<file path="src/rtl/rcv_pkg.sv">
// Shared types for the receive-side sequencer.
package rcv_pkg;

    typedef enum logic [2:0] {
        IDLE,
        START_CHK,
        DATA,
        STOP,
        LOAD,
        WAIT_HIGH
    } rcv_state_t;

endpackage

</file>
<file path="src/rtl/rcv_bit_timer.sv">
// Bit-period timer with programmable rollover, plus the received-bit counter.
module rcv_bit_timer #(
    parameter int CLKS_PER_BIT  = 10,
    parameter int NUM_DATA_BITS = 8,
    localparam int TW = $clog2(CLKS_PER_BIT),
    localparam int BW = $clog2(NUM_DATA_BITS + 1)
) (
    input  logic          clk,
    input  logic          rst,
    input  logic          clear,
    input  logic          enable,
    input  logic [TW-1:0] rollover_val,
    input  logic          bit_clear,
    input  logic          bit_inc,
    output logic [TW-1:0] count,
    output logic          rollover_flag,
    output logic [BW-1:0] bit_count
);

    logic [TW-1:0] r_count;
    logic [BW-1:0] r_bit_count;

    assign rollover_flag = enable && (r_count == rollover_val);
    assign count         = r_count;
    assign bit_count     = r_bit_count;

    always_ff @(posedge clk or posedge rst) begin
        if (rst) begin
            r_count <= '0;
        end else if (clear || rollover_flag) begin
            r_count <= '0;
        end else if (enable) begin
            r_count <= r_count + 1'b1;
        end
    end

    always_ff @(posedge clk or posedge rst) begin
        if (rst) begin
            r_bit_count <= '0;
        end else if (bit_clear) begin
            r_bit_count <= '0;
        end else if (bit_inc) begin
            r_bit_count <= r_bit_count + 1'b1;
        end
    end

endmodule

</file>
<file path="src/rtl/rcv_ctrl.sv">
// Receive sequencer: synchronizes the line, times each bit, strobes the external
// shift register and latches the finished byte behind a ready/read handshake.
module rcv_ctrl
    import rcv_pkg::*;
#(
    parameter int NUM_DATA_BITS = 8,
    parameter int CLKS_PER_BIT  = 10
) (
    input  logic                     clk,
    input  logic                     rst,
    input  logic                     serial_in,
    input  logic [NUM_DATA_BITS-1:0] packet_data,
    input  logic                     data_read,
    output logic                     serial_sync,
    output logic                     shift_enable,
    output logic [NUM_DATA_BITS-1:0] rx_data,
    output logic                     data_ready,
    output logic                     framing_error,
    output logic                     overrun_error
);

    localparam int TW = $clog2(CLKS_PER_BIT);
    localparam int BW = $clog2(NUM_DATA_BITS + 1);
    localparam logic [TW-1:0] FULL_BIT = TW'(CLKS_PER_BIT - 1);
    localparam logic [TW-1:0] HALF_BIT = TW'(CLKS_PER_BIT / 2 - 1);
    localparam logic [BW-1:0] LAST_BIT = BW'(NUM_DATA_BITS - 1);

    rcv_state_t              r_state, w_next_state;
    logic                    r_sync1, r_sync2, r_prev;
    logic                    r_shift_en, r_ready, r_fe, r_oe;
    logic [NUM_DATA_BITS-1:0] r_rx_data;

    logic                    w_start_edge;
    logic                    w_tmr_clear, w_tmr_en, w_roll;
    logic [TW-1:0]           w_roll_val, w_tmr_count;
    logic                    w_bit_clear, w_bit_inc;
    logic [BW-1:0]           w_bit_count;
    logic                    w_shift_set, w_fe_set, w_fe_clr, w_load;

    rcv_bit_timer #(
        .CLKS_PER_BIT (CLKS_PER_BIT),
        .NUM_DATA_BITS(NUM_DATA_BITS)
    ) u_timer (
        .clk          (clk),
        .rst          (rst),
        .clear        (w_tmr_clear),
        .enable       (w_tmr_en),
        .rollover_val (w_roll_val),
        .bit_clear    (w_bit_clear),
        .bit_inc      (w_bit_inc),
        .count        (w_tmr_count),
        .rollover_flag(w_roll),
        .bit_count    (w_bit_count)
    );

    // r_prev trails serial_sync by one clock so a falling line is seen for exactly one cycle.
    always_ff @(posedge clk or posedge rst) begin
        if (rst) begin
            r_sync1 <= 1'b1;
            r_sync2 <= 1'b1;
            r_prev  <= 1'b1;
        end else begin
            r_sync1 <= serial_in;
            r_sync2 <= r_sync1;
            r_prev  <= r_sync2;
        end
    end

    assign serial_sync  = r_sync2;
    assign w_start_edge = r_prev && !r_sync2;

    always_ff @(posedge clk or posedge rst) begin
        if (rst) r_state <= IDLE;
        else     r_state <= w_next_state;
    end

    always_comb begin
        w_next_state = r_state;
        w_tmr_clear  = 1'b0;
        w_tmr_en     = 1'b0;
        w_roll_val   = FULL_BIT;
        w_bit_clear  = 1'b0;
        w_bit_inc    = 1'b0;
        w_shift_set  = 1'b0;
        w_fe_set     = 1'b0;
        w_fe_clr     = 1'b0;
        w_load       = 1'b0;
        case (r_state)
            IDLE: begin
                if (w_start_edge) begin
                    w_tmr_clear  = 1'b1;
                    w_fe_clr     = 1'b1;
                    w_next_state = START_CHK;
                end
            end
            START_CHK: begin
                w_tmr_en   = 1'b1;
                w_roll_val = HALF_BIT;
                if (w_roll) begin
                    if (!r_sync2) begin
                        w_tmr_clear  = 1'b1;
                        w_bit_clear  = 1'b1;
                        w_next_state = DATA;
                    end else begin
                        w_next_state = IDLE;
                    end
                end
            end
            DATA: begin
                w_tmr_en = 1'b1;
                if (w_roll) begin
                    w_shift_set = 1'b1;
                    w_bit_inc   = 1'b1;
                    if (w_bit_count == LAST_BIT) w_next_state = STOP;
                end
            end
            STOP: begin
                w_tmr_en = 1'b1;
                if (w_roll) begin
                    w_fe_set     = !r_sync2;
                    w_next_state = r_sync2 ? LOAD : WAIT_HIGH;
                end
            end
            LOAD: begin
                w_load       = 1'b1;
                w_next_state = IDLE;
            end
            WAIT_HIGH: begin
                if (r_sync2) w_next_state = IDLE;
            end
            default: w_next_state = IDLE;
        endcase
    end

    // A read coinciding with LOAD acknowledges the old byte, so no overrun is flagged.
    always_ff @(posedge clk or posedge rst) begin
        if (rst) begin
            r_shift_en <= 1'b0;
            r_rx_data  <= '1;
            r_ready    <= 1'b0;
            r_fe       <= 1'b0;
            r_oe       <= 1'b0;
        end else begin
            r_shift_en <= w_shift_set;
            if (w_fe_clr)      r_fe <= 1'b0;
            else if (w_fe_set) r_fe <= 1'b1;
            if (w_load) begin
                r_rx_data <= packet_data;
                r_ready   <= 1'b1;
                r_oe      <= r_ready && !data_read;
            end else if (data_read) begin
                r_ready <= 1'b0;
                r_oe    <= 1'b0;
            end
        end
    end

    assign shift_enable  = r_shift_en;
    assign rx_data       = r_rx_data;
    assign data_ready    = r_ready;
    assign framing_error = r_fe;
    assign overrun_error = r_oe;

endmodule

</file>
<file path="config.mk">
export PLATFORM = sky130hd
export DESIGN_NAME = rcv_ctrl
export DESIGN_NICKNAME = d
export VERILOG_FILES = /design/src/rtl/rcv_pkg.sv /design/src/rtl/rcv_bit_timer.sv /design/src/rtl/rcv_ctrl.sv
export SDC_FILE = /design/constraint.sdc
export NUM_CORES = 1
export LEC_CHECK = 0
export ABC_AREA = 1
export CORE_MARGIN = 1
export CORE_UTILIZATION = 54
export CTS_CLUSTER_DIAMETER = 100
export DETAILED_ROUTE_END_ITERATION = 10
export PLACE_DENSITY = 0.83
export SLEW_MARGIN = 20
export SYNTH_ARGS = -nofsm -noshare
export SYNTH_HDL_FRONTEND = slang
export SYNTH_SLANG_ARGS = --single-unit
export TNS_END_PERCENT = 100
</file>
<file path="constraint.sdc">
create_clock -name clk -period 2.56 [get_ports clk]
set_clock_uncertainty 0.2 [all_clocks]
set_input_delay 0.512 -clock clk [delete_from_list [all_inputs] [get_ports clk]]
set_output_delay 0.512 -clock clk [all_outputs]
set_load 0.02 [all_outputs]
</file>
---- After elaboration in Yosys (flattened, before gate mapping) ----
Cells that the tools add are included.
operators by class
  mux-type cells .......................... 31
  add/sub/neg operators ................... 2
  equal/unequal tests ..................... 13
  reduce and logical (&&, ||, !) cells .... 13
operators with widths
  operator             count
  $mux 4               5
  $mux 3               6
  $mux 1               17
  $pmux 3 s5           1
  $add 4x1->4 const B  2
  $reduce_bool 2->1    4
  $eq 3x2->1 const B   2
  $eq 3x3->1 const B   2
  $ne 2x1->1 const B   3
  $ne 2x2->1 const B   3
  $reduce_and 6->1     1
  $eq 4x3->1 const B   1
  $eq 4x4->1           1
  $eq 3x1->1 const B   1
  $logic_and 1x1->1    3
  $logic_not 3->1      1
  $reduce_or 3->1      1
  $logic_not 1->1      2
  $mux 2               1
  $pmux 1 s2           1
  $logic_or 1x1->1     1
word-level totals
  word-level logic and storage cells ...... 70
  bits in registers ....................... 26
  bits of input ports ..................... 12
  output and inout bits ................... 13

---- Longest topological paths before layout ----
Gate-level depths: netlist (run 1).
  depth in word-level cells ............... 8
  mapped depth ............................ 9

---- Hierarchy ----
A second synthesis (run 1) with hierarchy kept.
unflattened totals
  cell total of the unflattened synthesis .. 144
  area, all modules ....................... 1323.8 sq um
modules (own cells, without submodules)
  module         seq. area each (sq um)  times used  cells each  area an instance (sq um)
  rcv_ctrl       464.2                   1           87          872.1
  rcv_bit_timer  200.2                   1           57          451.7

---- Worst setup path after synthesis (run 1) ----
Ideal clock, no wire load.
  path type ............................... flip-flop to flip-flop
  from .................................... register r_state[2]
  to ...................................... register r_state[1]
  path buffers ............................ 0
  cell stages (with the launch flop) ...... 9
  library setup time ...................... 117 ps
  clock period less this slack ............ 1522 ps
  path slack .............................. 1038 ps
  arrival ................................. 1205 ps
  required time ........................... 2243 ps
  path through ............................ dfrtp_1 -> inv_2 -> o21ai_0 -> nor2_1 -> nand3_2 -> nand2_1 -> nand3_1 -> nand2_1 -> nand2_1
between the ends
  longest elaborated chain between the ends .. 6
  elaborated cells on any way between the ends .. 18
  those cells by class .................... eq/ne (11); mux (3); reduce/logical (4)
ends and longest elaborated chain
  what                                       line                                 source
  from (decl)                                rcv_ctrl.sv:28                       rcv_state_t r_state, w_next_state;
  from (signal assigned)                     rcv_ctrl.sv:74                       else r_state <= w_next_state;
  $eq 3x1->1 or $eq 3x2->1 (tied branches)   rcv_ctrl.sv:88                       case (r_state)
  $mux 4 or $reduce_or 3->1 (tied branches)  -
  $eq 4x4->1 or $mux 1 (tied branches)       rcv_bit_timer.sv:23, rcv_ctrl.sv:88
  $logic_and 1x1->1                          rcv_bit_timer.sv:23                  assign rollover_flag = enable && (r_count == rollover_val);
  $ne 2x1->1 (no line)                       -
  $reduce_and 6->1 (no line)                 -
Several ways; a longest one is shown, not always the timed one.
A chain may end at the register's enable or synchronous reset.

---- Worst setup path after layout (run 1) ----
  from .................................... register r_sync2, in the netlist serial_sync
  to ...................................... output port serial_sync
RTL lines
  what                    line            source
  from (decl)             rcv_ctrl.sv:29  logic r_sync1, r_sync2, r_prev;
  from (signal assigned)  rcv_ctrl.sv:64  r_sync2 <= r_sync1;
  to (decl)               rcv_ctrl.sv:14  output logic serial_sync,
No word-level cell between the ends.

==> results of run 1 <==
## flip-flops by register name, summed over array words and instances (netlist names)
name,count
data_ready,1
u_timer.bit_count,4
overrun_error,1
framing_error,1
rx_data,8
r_sync1,1
r_state,3
shift_enable,1
r_prev,1
u_timer.count,4
serial_sync,1
## cells in the final DEF, fill, tap and decap left out, drive strengths merged
master	synthesis	routed
nor2	14	14
buf	1	1
inv	15	15
ha	2	2
o211ai	1	1
xor2	3	3
a21oi	4	4
bufinv	0	1
nand4	6	6
clkbuf	0	3
nand3b	2	2
nand3	12	12
dfrtp	15	15
mux2	8	8
dfstp	11	11
nor3	2	2
nand2	30	30
o21ai	3	3
o22ai	1	1
clkdlybuf4s50	0	24
## where the power goes
| group | internal, mW | switching (mW) | total [mW] |
|---|---|---|---|
| registers | 0.590 | 0.118 | 0.709 |
| clock network | 0.159 | 0.125 | 0.284 |
| logic | 0.333 | 0.457 | 0.790 |
## through the flow
step	power, mW	instance area [um^2]	hold WS (ps)	setup slack [ps]	std cells
2_1_floorplan	1.21	1240	145	1040	130
3_3_place_gp	1.44	1520	151	666	182
3_5_place_dp	1.49	1520	149	643	182
4_1_cts	1.77	1570	173	265	186
5_1_grt	1.88	1570	176	230	186
6_report	1.78	1570	173	262	186
## worst register-to-register path, stage by stage, from the launching register on
cell	delay, ps
dfrtp_1	510
inv_2	130
o21ai_0	150
nor2_1	160
nand3_2	130
nand2_1	170
nand3_1	120
nand2_1	90
nand2_1	60
## kinds of logic (layout without fill, tap and decap cells)
logic type | Yosys count | after routing | share of synthesized area (%)
XOR/XNOR | 3 | 3 | 2.12
buffers and inverters | 16 | 44 | 4.93
adder cells (fa/ha/maj) | 2 | 2 | 2.01
flip-flops | 26 | 26 | 53.5
AO/OA/AOI/OAI | 9 | 9 | 3.93
multiplexers | 8 | 8 | 7.25
AND/OR/NAND/NOR | 66 | 66 | 26.3
## metal layers
layer | track usage [%] | vias up | part of all wire [%]
met5 | 0 | - | 0
met4 | 11.0 | 0 | 1.9
met3 | 4.01 | 8 | 4.5
met2 | 42.6 | 44 | 55
met1 | 24.2 | 495 | 39
li1 | - | 484 | -
## worst paths after layout
path / to / slack, ps / cells past startpoint
worst max-delay path: serial_sync / 260 / 1
worst min-delay path: serial_sync / 170 / 0
worst max register to register: r_state[0] / 750 / 8
worst min register to register: serial_sync / 170 / 0
max in group asynchronous: r_prev / 1550 / 3
min in group asynchronous: overrun_error / 310 / 3
## final cells by class
class	instances	area (um^2)
clock buffer	3	22.5
clock inverter	1	30.0
fill	141	618
inverter	15	56.3
multi-input combinational	88	517
sequential	26	664
tap	28	35.0
timing repair buffer	25	248
==> run_results.csv, run 1 <==
group,metric,value,unit
clock_network,post_cts_resized,0,
yosys,syn_area,1240,um^2
finish,fin_nets,173,
setup_path,required,1850,ps
drt,drcViolationCount,0,
finish,fin_util,71.8,%
timing,min_period,2300,ps
floorplanning,rows,17,
clock_network,cts_buffers,3,
yosys,synth_largest_area_cell,"dfrtp_1",
yosys,synthArstFlopShare,100,%
yosys,synth_cell_types,23,
outcome,run_status,"finished, final reports clean",
floorplanning,die_area,2500,um^2
clock_network,postCtsSetupBuffers,0,
drt,wl,2590,um
grt,grt_usage,22.8,%
drt,first_pass_iters,7,
setup_path,path_cells,"clkdlybuf4s50_1",
timing,clock.fmax,435,MHz
setup_path,worst-path-buf-inv,1,
timing,finalSetupViolCount,0,
clock_network,cts.sinks,26,
setup_path,critPathArrivalTime,1590,ps
clock_network,cts_tree,"yes",
yosys,ys.flop_type,"dfrtp_1",
setup_path,slowest_delay,630,ps
grt,grt_pass1_vias,1015,
yosys,syn_inst,130,
min_path,min_path_type,"reg2reg",
finish,syn2layout_area_growth,26.6,%
setup_path,critPathKind,"reg2out",
yosys,synthTopCellsByArea,"dfrtp_1 (30%), dfstp_2 (23%), nand2_1 (8.8%)",
drt,via_per_inst,5.54,
timing,relSlewSlack,71.3,%
grt,antenna_found_initial,0,
timing,rsz0062_at_grt,"false",
yosys,ys_seq_area_share,53.5,%
floorplanning,die_x,50.0,um
clock_network,clkTransAtPathRegs,130,ps
yosys,syn_avg_cell_area,9.56,um^2
pwr,p_leak,0.733,nW
yosys,synth_common_cells,"nand2_1 (29), dfrtp_1 (15), inv_1 (14)",
timing,worst_pin_slew,430,ps
placed_design,portBuffers,24,
finish,antenna_cells,0,
drt,drtIter0Drc,32,
yosys,ys_ff_latch,26,
finish,drive_gt1_share,21.5,%
drt,ant_nets,0,
yosys,synth_most_common_cell,"nand2_1",
grt,grt_max_degree,27,
timing,final-max-slew-violation-count,0,
clock_network,clock_latency,330,ps
floorplanning,core,2190,um^2
grt,grt_pass1_wl,4190,um
floorplanning,initial_core_util,56.7,%
floorplanning,die_h,50.0,um
drt,num_vias,1031,
pwr,ir_worst_vdd,0.000715,V
yosys,synth-edff-count,0,
floorplanning,boundaryPins,25,
grt,overflow,0,
placed_design,dpl.hpwl,1860,um
yosys,synthesis.nets,144,
setup_path,cp-end-kind,"output port",
timing,timing.final.crit_share,89.7,%
setup_path,start_kind,"register",
yosys,synth_warnings,0,
setup_path,r2r_start,"r_state[2]",
pwr,p_per_area,1130,nW/um^2
timing,finalHoldViolCount,0,
setup_path,critPathTopFamily,"flip-flops",
clock_network,clockBufferDepth,2,
setup_path,startpoint,"serial_sync",
job,maxCapViolCount,0,
placed_design,globalplace.congestion,0.901,
setup_path,worstPathMaxFanout,8,
clock_network,h-tree-depth,1,
yosys,yosys.area.top_type_share,30.2,%
min_path,holdCritStartpoint,"r_sync1",
drt,drt-wirelength-per-cell,13.9,um
clock_network,clock-root-buffer,"clkbuf_4",
clock_network,hold_buffers,0,
setup_path,worst_path_max_delay_cell,"dfstp_2",
timing,tns,0,ps
(Power assumes the default switching activity.)
==> inputs of run 2 (changes only) <==
Settings changed: CTS_CLUSTER_SIZE from default to 14.
==> results of run 2 <==
Final layout, timing and power as in run 1 (identical DEF).
